## src/rtl/vedic_pp_stage_16_if.sv

```systemverilog
// Operand/product handshake bundle for the Vedic partial-product stage.
// The slave modport is the stage itself; the master modport is whoever feeds and drains it.
interface vedic_pp_stage_16_if #(
  parameter int CNT_W = 16
);
  logic             in_valid;
  logic             in_ready;
  logic [15:0]      in_a;
  logic [15:0]      in_b;
  logic             out_valid;
  logic             out_ready;
  logic [15:0]      csa_a;
  logic [15:0]      csa_b;
  logic [15:0]      csa_c;
  logic [7:0]       p_lo;
  logic [15:0]      p_hh;
  logic [CNT_W-1:0] op_count;

  modport slave (
    input  in_valid, in_a, in_b, out_ready,
    output in_ready, out_valid, csa_a, csa_b, csa_c, p_lo, p_hh, op_count
  );

  modport master (
    output in_valid, in_a, in_b, out_ready,
    input  in_ready, out_valid, csa_a, csa_b, csa_c, p_lo, p_hh, op_count
  );
endinterface

```

## src/rtl/vedic_pp_stage_16.sv

```systemverilog
// Two-stage feeder for the 16x16 Vedic multiplier's carry-save stage: S1 registers
// the operands, S2 registers the four 8x8 vertical/crosswise products.
module vedic_pp_stage_16 #(
  parameter int CNT_W = 16
) (
  input  logic                   clk,
  input  logic                   rst,
  vedic_pp_stage_16_if.slave     bus
);

  // Urdhva-tiryagbhyam 2x2 kernel: vertical, crosswise, vertical.
  function automatic logic [3:0] vm2(input logic [1:0] a, input logic [1:0] b);
    logic pp0, pp1, pp2, pp3, c;
    pp0 = a[0] & b[0];
    pp1 = a[1] & b[0];
    pp2 = a[0] & b[1];
    pp3 = a[1] & b[1];
    c   = pp1 & pp2;
    return {pp3 & c, pp3 ^ c, pp1 ^ pp2, pp0};
  endfunction

  function automatic logic [7:0] vm4(input logic [3:0] a, input logic [3:0] b);
    logic [3:0] q0, q1, q2, q3;
    logic [5:0] mid;
    q0  = vm2(a[1:0], b[1:0]);
    q1  = vm2(a[3:2], b[1:0]);
    q2  = vm2(a[1:0], b[3:2]);
    q3  = vm2(a[3:2], b[3:2]);
    mid = {2'b00, q1} + {2'b00, q2};
    return {4'b0000, q0} + {mid, 2'b00} + {q3, 4'b0000};
  endfunction

  function automatic logic [15:0] vm8(input logic [7:0] a, input logic [7:0] b);
    logic [7:0] q0, q1, q2, q3;
    logic [9:0] mid;
    q0  = vm4(a[3:0], b[3:0]);
    q1  = vm4(a[7:4], b[3:0]);
    q2  = vm4(a[3:0], b[7:4]);
    q3  = vm4(a[7:4], b[7:4]);
    mid = {2'b00, q1} + {2'b00, q2};
    return {8'h00, q0} + {2'b00, mid, 4'h0} + {q3, 8'h00};
  endfunction

  logic [15:0]      r_a;
  logic [15:0]      r_b;
  logic             r_v1;
  logic [15:0]      r_q0;
  logic [15:0]      r_q1;
  logic [15:0]      r_q2;
  logic [15:0]      r_q3;
  logic             r_v2;
  logic [CNT_W-1:0] r_op_count;

  logic             w_s2_load;
  logic             w_in_ready;
  logic             w_accept;
  logic [15:0]      w_q0;
  logic [15:0]      w_q1;
  logic [15:0]      w_q2;
  logic [15:0]      w_q3;

  // An empty S2 always loads, so a bubble there never stalls S1.
  assign w_s2_load  = !r_v2 || bus.out_ready;
  assign w_in_ready = !r_v1 || w_s2_load;
  assign w_accept   = bus.in_valid && w_in_ready;

  assign w_q0 = vm8(r_a[7:0],  r_b[7:0]);
  assign w_q1 = vm8(r_a[15:8], r_b[7:0]);
  assign w_q2 = vm8(r_a[7:0],  r_b[15:8]);
  assign w_q3 = vm8(r_a[15:8], r_b[15:8]);

  always_ff @(posedge clk) begin
    if (rst) begin
      r_a        <= '0;
      r_b        <= '0;
      r_v1       <= 1'b0;
      r_op_count <= '0;
    end else begin
      if (w_accept) begin
        r_a        <= bus.in_a;
        r_b        <= bus.in_b;
        r_v1       <= 1'b1;
        r_op_count <= r_op_count + 1'b1;
      end else if (w_s2_load) begin
        r_v1 <= 1'b0;
      end
    end
  end

  // Product registers only move when S1 actually holds an operation, so operand
  // garbage seen while idle never reaches the outputs.
  always_ff @(posedge clk) begin
    if (rst) begin
      r_q0 <= '0;
      r_q1 <= '0;
      r_q2 <= '0;
      r_q3 <= '0;
      r_v2 <= 1'b0;
    end else if (w_s2_load) begin
      r_v2 <= r_v1;
      if (r_v1) begin
        r_q0 <= w_q0;
        r_q1 <= w_q1;
        r_q2 <= w_q2;
        r_q3 <= w_q3;
      end
    end
  end

  assign bus.in_ready  = w_in_ready;
  assign bus.out_valid = r_v2;
  assign bus.csa_a     = r_q1;
  assign bus.csa_b     = r_q2;
  assign bus.csa_c     = {8'h00, r_q0[15:8]};
  assign bus.p_lo      = r_q0[7:0];
  assign bus.p_hh      = r_q3;
  assign bus.op_count  = r_op_count;

endmodule

```

## src/flat_wrapper.sv

```systemverilog
// flat-port wrapper written by rule: the top's interface ports become plain ports
module vedic_pp_stage_16_flat 
#(
  parameter int CNT_W = 16
)
  (clk, rst, bus_in_valid, bus_in_a, bus_in_b, bus_out_ready, bus_in_ready, bus_out_valid, bus_csa_a, bus_csa_b, bus_csa_c, bus_p_lo, bus_p_hh, bus_op_count);
  vedic_pp_stage_16_if #(.CNT_W(CNT_W)) bus_i ();
  input  logic clk;
  input  logic rst;
  input wire logic [$bits(bus_i.in_valid)-1:0] bus_in_valid;
  input wire logic [$bits(bus_i.in_a)-1:0] bus_in_a;
  input wire logic [$bits(bus_i.in_b)-1:0] bus_in_b;
  input wire logic [$bits(bus_i.out_ready)-1:0] bus_out_ready;
  output wire logic [$bits(bus_i.in_ready)-1:0] bus_in_ready;
  output wire logic [$bits(bus_i.out_valid)-1:0] bus_out_valid;
  output wire logic [$bits(bus_i.csa_a)-1:0] bus_csa_a;
  output wire logic [$bits(bus_i.csa_b)-1:0] bus_csa_b;
  output wire logic [$bits(bus_i.csa_c)-1:0] bus_csa_c;
  output wire logic [$bits(bus_i.p_lo)-1:0] bus_p_lo;
  output wire logic [$bits(bus_i.p_hh)-1:0] bus_p_hh;
  output wire logic [$bits(bus_i.op_count)-1:0] bus_op_count;
  assign bus_i.in_valid = bus_in_valid;
  assign bus_i.in_a = bus_in_a;
  assign bus_i.in_b = bus_in_b;
  assign bus_i.out_ready = bus_out_ready;
  assign bus_in_ready = bus_i.in_ready;
  assign bus_out_valid = bus_i.out_valid;
  assign bus_csa_a = bus_i.csa_a;
  assign bus_csa_b = bus_i.csa_b;
  assign bus_csa_c = bus_i.csa_c;
  assign bus_p_lo = bus_i.p_lo;
  assign bus_p_hh = bus_i.p_hh;
  assign bus_op_count = bus_i.op_count;
  vedic_pp_stage_16 #(.CNT_W(CNT_W)) u_core (.clk(clk), .rst(rst), .bus(bus_i));
endmodule
```

## config.mk

```make
export PLATFORM = sky130hd
export DESIGN_NAME = vedic_pp_stage_16_flat
export DESIGN_NICKNAME = d
export VERILOG_FILES = /design/src/rtl/vedic_pp_stage_16_if.sv /design/src/rtl/vedic_pp_stage_16.sv /design/src/flat_wrapper.sv
export SDC_FILE = /design/constraint.sdc
export NUM_CORES = 1
export LEC_CHECK = 0
export CORE_ASPECT_RATIO = 1.75
export CORE_MARGIN = 2
export CORE_UTILIZATION = 50
export CTS_BUF_LIST = sky130_fd_sc_hd__clkbuf_8
export DETAILED_ROUTE_END_ITERATION = 8
export GPL_TIMING_DRIVEN = 0
export PLACE_DENSITY = 0.7
export RECOVER_POWER = 100
export SYNTH_ARGS = -nofsm -noshare
export SYNTH_HDL_FRONTEND = slang
export SYNTH_SLANG_ARGS = --single-unit
```

## constraint.sdc

```tcl
create_clock -name clk -period 8.75 [get_ports clk]
set_input_delay 2.1875 -clock clk [delete_from_list [all_inputs] [get_ports clk]]
set_output_delay 2.1875 -clock clk [all_outputs]
set_load 0.02 [all_outputs]
```

# ---- Yosys cells after proc, flatten, opt, wreduce, memory -nomap -nowiden
# Index checks and enable logic that the tools add are counted.
dict set report totals {
  regBits 114
  input_bits 36
  wordCells 591
}
dict set report op_classes {
  n_bitwise 512
  muxes 2
  reduce_logical 7
  n_addsub 61
}
# op count
set ops {}
lappend ops {{bitwise AND 1 bit} 384}
lappend ops {{adder 4 x 8 -> 8 bit} 16}
lappend ops {{adder 8 bit} 16}
lappend ops {{bitwise XOR 1 bit} 128}
lappend ops {{adder 4 x 4 -> 5 bit} 16}
lappend ops {{adder 16 bit} 4}
lappend ops {{adder 8 x 14 -> 15 bit} 4}
lappend ops {{adder 8 x 8 -> 9 bit} 4}
lappend ops {{adder 16 x 1 -> 16 bit (second input constant)} 1}
lappend ops {{logical NOT 1 bit} 2}
lappend ops {{logical OR 1 bit} 2}
lappend ops {{2-to-1 mux 1 bit} 2}
lappend ops {{AND reduction 2 bit} 1}
lappend ops {{nonzero test 2 bit} 1}
lappend ops {{logical AND 1 bit} 1}

# ---- Logic depth before layout (Yosys ltp)
dict set report logic_depth {
  word_depth 9
  depth_mapped 26
}

# ---- Least setup slack after synthesis
# Ideal clock, no wire load.
dict set report synth_timing {
  path_type {register to register}
  startpoint {register u_core.r_b[10]}
  endpoint {register u_core.r_q2[15] (netlist: u_core.bus.csa_b[15])}
  t_required_ps 8664
  path_stages_with_launch 23
  synth_period_minus_slack_ps 4925
  path_buffers 1
  arrival_ps 4839
  setup_slack_ps 3825
  setup_time_ps 86
  path_cell_list {dfxtp_1 -> clkbuf_1 -> and2_1 -> ha_1 -> fa_1 -> ha_1 -> a21o_1 -> a21oi_1 -> xnor2_1 -> inv_1 -> fa_1 -> inv_1 -> a21o_1 -> a21oi_1 -> or3b_4 -> xor2_1 -> ha_1 -> o21a_1 -> a21oi_1 -> nor2_1 -> o211ai_1 -> xnor2_1 -> a211oi_1}
}
dict set report synth_between {
  elab_chain_len 9
}
# item line
set synth_lines {}
lappend synth_lines {{start: declaration} vedic_pp_stage_16.sv:45} ;# logic [15:0] r_b;
lappend synth_lines {{start signal: assignment} vedic_pp_stage_16.sv:81} ;# r_b <= bus.in_b;
lappend synth_lines {{bitwise AND 1 bit} vedic_pp_stage_16.sv:15} ;# pp1 = a[1] & b[0];
lappend synth_lines {{bitwise AND 1 bit} vedic_pp_stage_16.sv:18} ;# c = pp1 & pp2;
lappend synth_lines {{bitwise XOR 1 bit / bitwise AND 1 bit (equally long branches)} vedic_pp_stage_16.sv:19} ;# return {pp3 & c, pp3 ^ c, pp1 ^ pp2, pp0};
lappend synth_lines {{adder 4 x 4 -> 5 bit} vedic_pp_stage_16.sv:29} ;# mid = {2'b00, q1} + {2'b00, q2};
lappend synth_lines {{adder 4 x 8 -> 8 bit} vedic_pp_stage_16.sv:30} ;# return {4'b0000, q0} + {mid, 2'b00} + {q3, 4'b0000};
lappend synth_lines {{adder 8 bit} vedic_pp_stage_16.sv:30}
lappend synth_lines {{adder 8 x 8 -> 9 bit} vedic_pp_stage_16.sv:40} ;# mid = {2'b00, q1} + {2'b00, q2};
lappend synth_lines {{adder 8 x 14 -> 15 bit *} vedic_pp_stage_16.sv:41} ;# return {8'h00, q0} + {2'b00, mid, 4'h0} + {q3, 8'h00};
lappend synth_lines {{adder 16 bit *} vedic_pp_stage_16.sv:41}
lappend synth_lines {{end signal: assignment} vedic_pp_stage_16.sv:104} ;# r_q2 <= w_q2;
lappend synth_lines {{end: declaration} vedic_pp_stage_16.sv:49} ;# logic [15:0] r_q2;
# Mark *: on every way between the ends. The rest lies on a longest branch, timed or not.
# A chain may end at the register's enable or synchronous reset.

# ---- Worst setup path after layout
dict set report layout_timing {
  startpoint {register u_core.r_b[4]}
  endpoint {register u_core.r_q0[15]}
}
dict set report layout_between {
  elab_chain_len 9
}
# item line
set layout_lines {}
lappend layout_lines {{bitwise AND 1 bit} vedic_pp_stage_16.sv:15}
lappend layout_lines {{bitwise AND 1 bit} vedic_pp_stage_16.sv:18}
lappend layout_lines {{bitwise XOR 1 bit / bitwise AND 1 bit (equally long branches)} vedic_pp_stage_16.sv:19}
lappend layout_lines {{adder 4 x 4 -> 5 bit} vedic_pp_stage_16.sv:29}
lappend layout_lines {{adder 4 x 8 -> 8 bit} vedic_pp_stage_16.sv:30}
lappend layout_lines {{adder 8 bit} vedic_pp_stage_16.sv:30}
lappend layout_lines {{adder 8 x 8 -> 9 bit} vedic_pp_stage_16.sv:40}
lappend layout_lines {{adder 8 x 14 -> 15 bit} vedic_pp_stage_16.sv:41}
lappend layout_lines {{adder 16 bit *} vedic_pp_stage_16.sv:41}
lappend layout_lines {{end signal: assignment} vedic_pp_stage_16.sv:102} ;# r_q0 <= w_q0;
lappend layout_lines {{end: declaration} vedic_pp_stage_16.sv:47} ;# logic [15:0] r_q0;
# Marks and branches as above.

==> results.sh <==
export IMPL_nFillCells=2796
export IMPL_tightestPinTransition_ns=1.20
export IMPL_seq_area_frac_synth_pct=15.0
export IMPL_clock_sinks=114
export IMPL_ys_types=59
export IMPL_grt_max_degree=17
export IMPL_setup_tns_ns=0
export IMPL_clk_path_buf_depth=2
export IMPL_synth_area_per_cell_sq_um=8.24
export IMPL_syn_area_sq_um=15200
export IMPL_drv_slew=0
export IMPL_cap_viol_max_count=0
export IMPL_irDropWorstVdd_mv=0.100
export IMPL_grt_setup_unrepaired="no"
export IMPL_sw_frac_of_total_pct=32.6
export IMPL_dp_hpwl_um=35200
export IMPL_htreeDepth=4
export IMPL_rows=84
export IMPL_finClkSkew_ns=0.0188
export IMPL_power_frac_seq_pct=39.5
export IMPL_io_buffer_count=116
export IMPL_async_flop_share_pct=0
export IMPL_hold_buffers=0
export IMPL_syn_to_final_growth_pct=13.7
export IMPL_grt_total_usage_pct=27.6
export IMPL_grt_antenna_before_repair=0
export IMPL_drc=0
export IMPL_wire_per_inst_um=18.2
export IMPL_drt_iter0_drc=628
export IMPL_powerDensity_nw_per_um2=83.3
export IMPL_internal_power_mw=0.970
export IMPL_synth_seq_cells=114
export IMPL_crit_path_frequent_cell="ha_1"
export IMPL_grt_pass1_wl_um=68700
export IMPL_start_util_pct=50.8
export IMPL_final_period_utilization_pct=71.0
export IMPL_fmax_mhz=161
export IMPL_post_cts_setup_buffers=0
export IMPL_grt_pass1_vias=13600
export IMPL_max_stage_delay_ns=0.62
export IMPL_cts_clk_slew_worst_paths_ns=0.08
export IMPL_worst_path_max_fanout=10
export IMPL_crit_required_ns=9.09
export IMPL_gr_total_overflow=0
export IMPL_cts_resized=0
export IMPL_final_nets=2413
export IMPL_clockPowerShare_pct=38.6
export IMPL_ant_nets=0
export IMPL_die_x_um=136
export IMPL_status="complete, no violations"
export IMPL_setup_viol=0
export IMPL_synth_top_flop_cell="dfxtp_1"
export IMPL_cts_tree="done"
export IMPL_slew_headroom_pct=19.7
export IMPL_min_period_ns=6.21
export IMPL_core_area_sq_um=30000
export IMPL_hp_class="reg2reg"
export IMPL_p_leak_nw=9.63
export IMPL_critical_path_slowest_cell="clkbuf_1"
export IMPL_gp_congestion=0.938
export IMPL_cp_cell_sequence="clkbuf_1 > and2_0 > ha_1 > fa_1 > inv_1 > fa_1 > inv_1 > ha_1 > a21o_1 > o21ai_0 > a21oi_1 > xnor2_1 > nor3b_1 > xor2_1 > ha_1 > o21a_1 > a21oi_1 > nor2_1 > o211ai_1 > xnor2_1 > a211oi_1"
export IMPL_io_pins=126
export IMPL_diodes=0
export IMPL_routed_via_density=5.58
export IMPL_arrival_ns=6.55
export IMPL_syn_inst=1846
export IMPL_clk_latency_ns=0.48
export IMPL_whs_ns=0.450
export IMPL_die_area_sq_um=31900
export IMPL_synth_edff_count=0
export IMPL_worstSetupPathType="reg2reg"
export IMPL_synth_warnings=0
export IMPL_worst_setup_path_start_kind="flip-flop"
export IMPL_die_height_um=235
export IMPL_end_kind="flip-flop"
export IMPL_cts_root_buffer="clkbuf_8"
export IMPL_numCtsBuffers=17
export IMPL_drive_gt1_share_pct=2.30
export IMPL_combinationalPowerShare_pct=21.9
export IMPL_wirelength_um=43600
export IMPL_finalHoldViolCount=0
export IMPL_dr_pass1_iters=5
export IMPL_vias=13300
export IMPL_p_sw_mw=0.469
## layout by cell type, fill, tap and decap left out, types with 33 or more instances in the layout
cell type	Yosys	routed
clkbuf_1	61	66
nor2_1	77	78
clkdlybuf4s50_1	0	33
dlygate4sd3_1	0	83
dfxtp_1	114	114
a21oi_1	178	178
nand2_1	168	168
xor2_1	45	45
inv_1	119	123
fa_1	44	44
xnor2_1	109	109
and2_1	256	247
ha_1	345	345
a21o_1	86	86
## power by group through the flow
stage	Clock (mW)	Combinational [mW]	Sequential, mW
floorplan	0	0.188	0.576
global placement	0	0.311	0.580
detailed placement	0	0.315	0.580
CTS	0.561	0.318	0.568
global route	0.578	0.345	0.570
finish	0.555	0.315	0.569
## logic make-up after synthesis
kind of cell	count (synthesis)	share of synthesized area, %
buffers and inverters	193	4.97
other	1	0.0247
AO/OA/AOI/OAI	384	15.8
flip-flops	114	15.0
XOR/XNOR	154	8.87
adder cells (fa/ha/maj)	389	34.2
AND/OR/NAND/NOR	611	21.1
## path summary, 6_finish.rpt
check                                                        end                        startpoint  depth (start not counted)  slack [ns]
worst max-delay path                u_core.r_q0[15]$_SDFFE_PP0P_        u_core.r_b[4]$_SDFFE_PP0P_                         21        2.54
worst min-delay path            u_core.bus.p_hh[14]$_SDFFE_PP0P_  u_core.bus.p_hh[14]$_SDFFE_PP0P_                          2        0.45
worst max register to register      u_core.r_q0[15]$_SDFFE_PP0P_        u_core.r_b[4]$_SDFFE_PP0P_                         21        2.54
worst min register to register  u_core.bus.p_hh[14]$_SDFFE_PP0P_  u_core.bus.p_hh[14]$_SDFFE_PP0P_                          2        0.45
## through the flow
step	power (mW)	util [%]	cells	area (sq um)	setup slack, ns
after floorplan	0.764	-	1853	15200	3.83
after global placement	0.890	56.3	2356	16900	2.75
after detailed placement	0.895	56.3	2356	16900	2.67
after CTS	1.45	57.7	2388	17300	2.62
after global routing	1.49	57.7	2388	17300	2.33
final	1.44	57.7	2388	17300	2.54
## sequential cells by signal (all words and copies together) (netlist names)
register,count
u_core.bus.csa_a,16
u_core.bus.csa_b,16
u_core.bus.op_count,16
u_core.bus.p_hh,16
u_core.r_a,16
u_core.r_b,16
u_core.r_q0,16
u_core.bus.out_valid,1
u_core.r_v1,1
## layout make-up
type	instances	area (sq um)	area share [%]
inverter	119	447	2.58
multi-input combinational	1546	12200	70.5
buffer	74	308	1.78
clock inverter	14	173	0.999
sequential	114	2280	13.2
timing repair buffer	116	1160	6.72
clock buffer	18	248	1.43
tap	387	484	2.80
## Yosys cell counts (15+ instances only)
library cell    n  area share (%)
clkbuf_1       61             1.5
o21bai_1       15            0.74
ha_1          345              28
nor2_1         77             1.9
xnor2_1       109             6.3
a211oi_1       22             1.1
xor2_1         45             2.6
a21o_1         86             4.2
inv_1         119             2.9
and2_1        256              11
nand2_1       168             4.1
fa_1           44             5.8
nand3_1        20            0.66
a21oi_1       178             5.9
nor2b_1        32             1.3
o21ai_0        29            0.95
dfxtp_1       114              15
## metal layers
layer / share of wire, % / global-route usage, % / vias up
li1: - / - / 6553
met1: 39 / 30.7 / 6289
met2: 51 / 50.8 / 365
met3: 4.5 / 2.93 / 109
met4: 5.4 / 14.3 / 0
met5: 0 / 0 / -
## critical path, delay by kind of cell, from the launching register on
| family | cells | cell delay, ns |
|---|---|---|
| fa+ha+maj | 5 | 1.99 |
| xor+xnor | 3 | 0.72 |
| flops | 1 | 0.61 |
| buf+inv | 3 | 0.74 |
| simple gates | 3 | 0.61 |
| compound gates | 7 | 1.37 |
(Power assumes the default switching activity.)
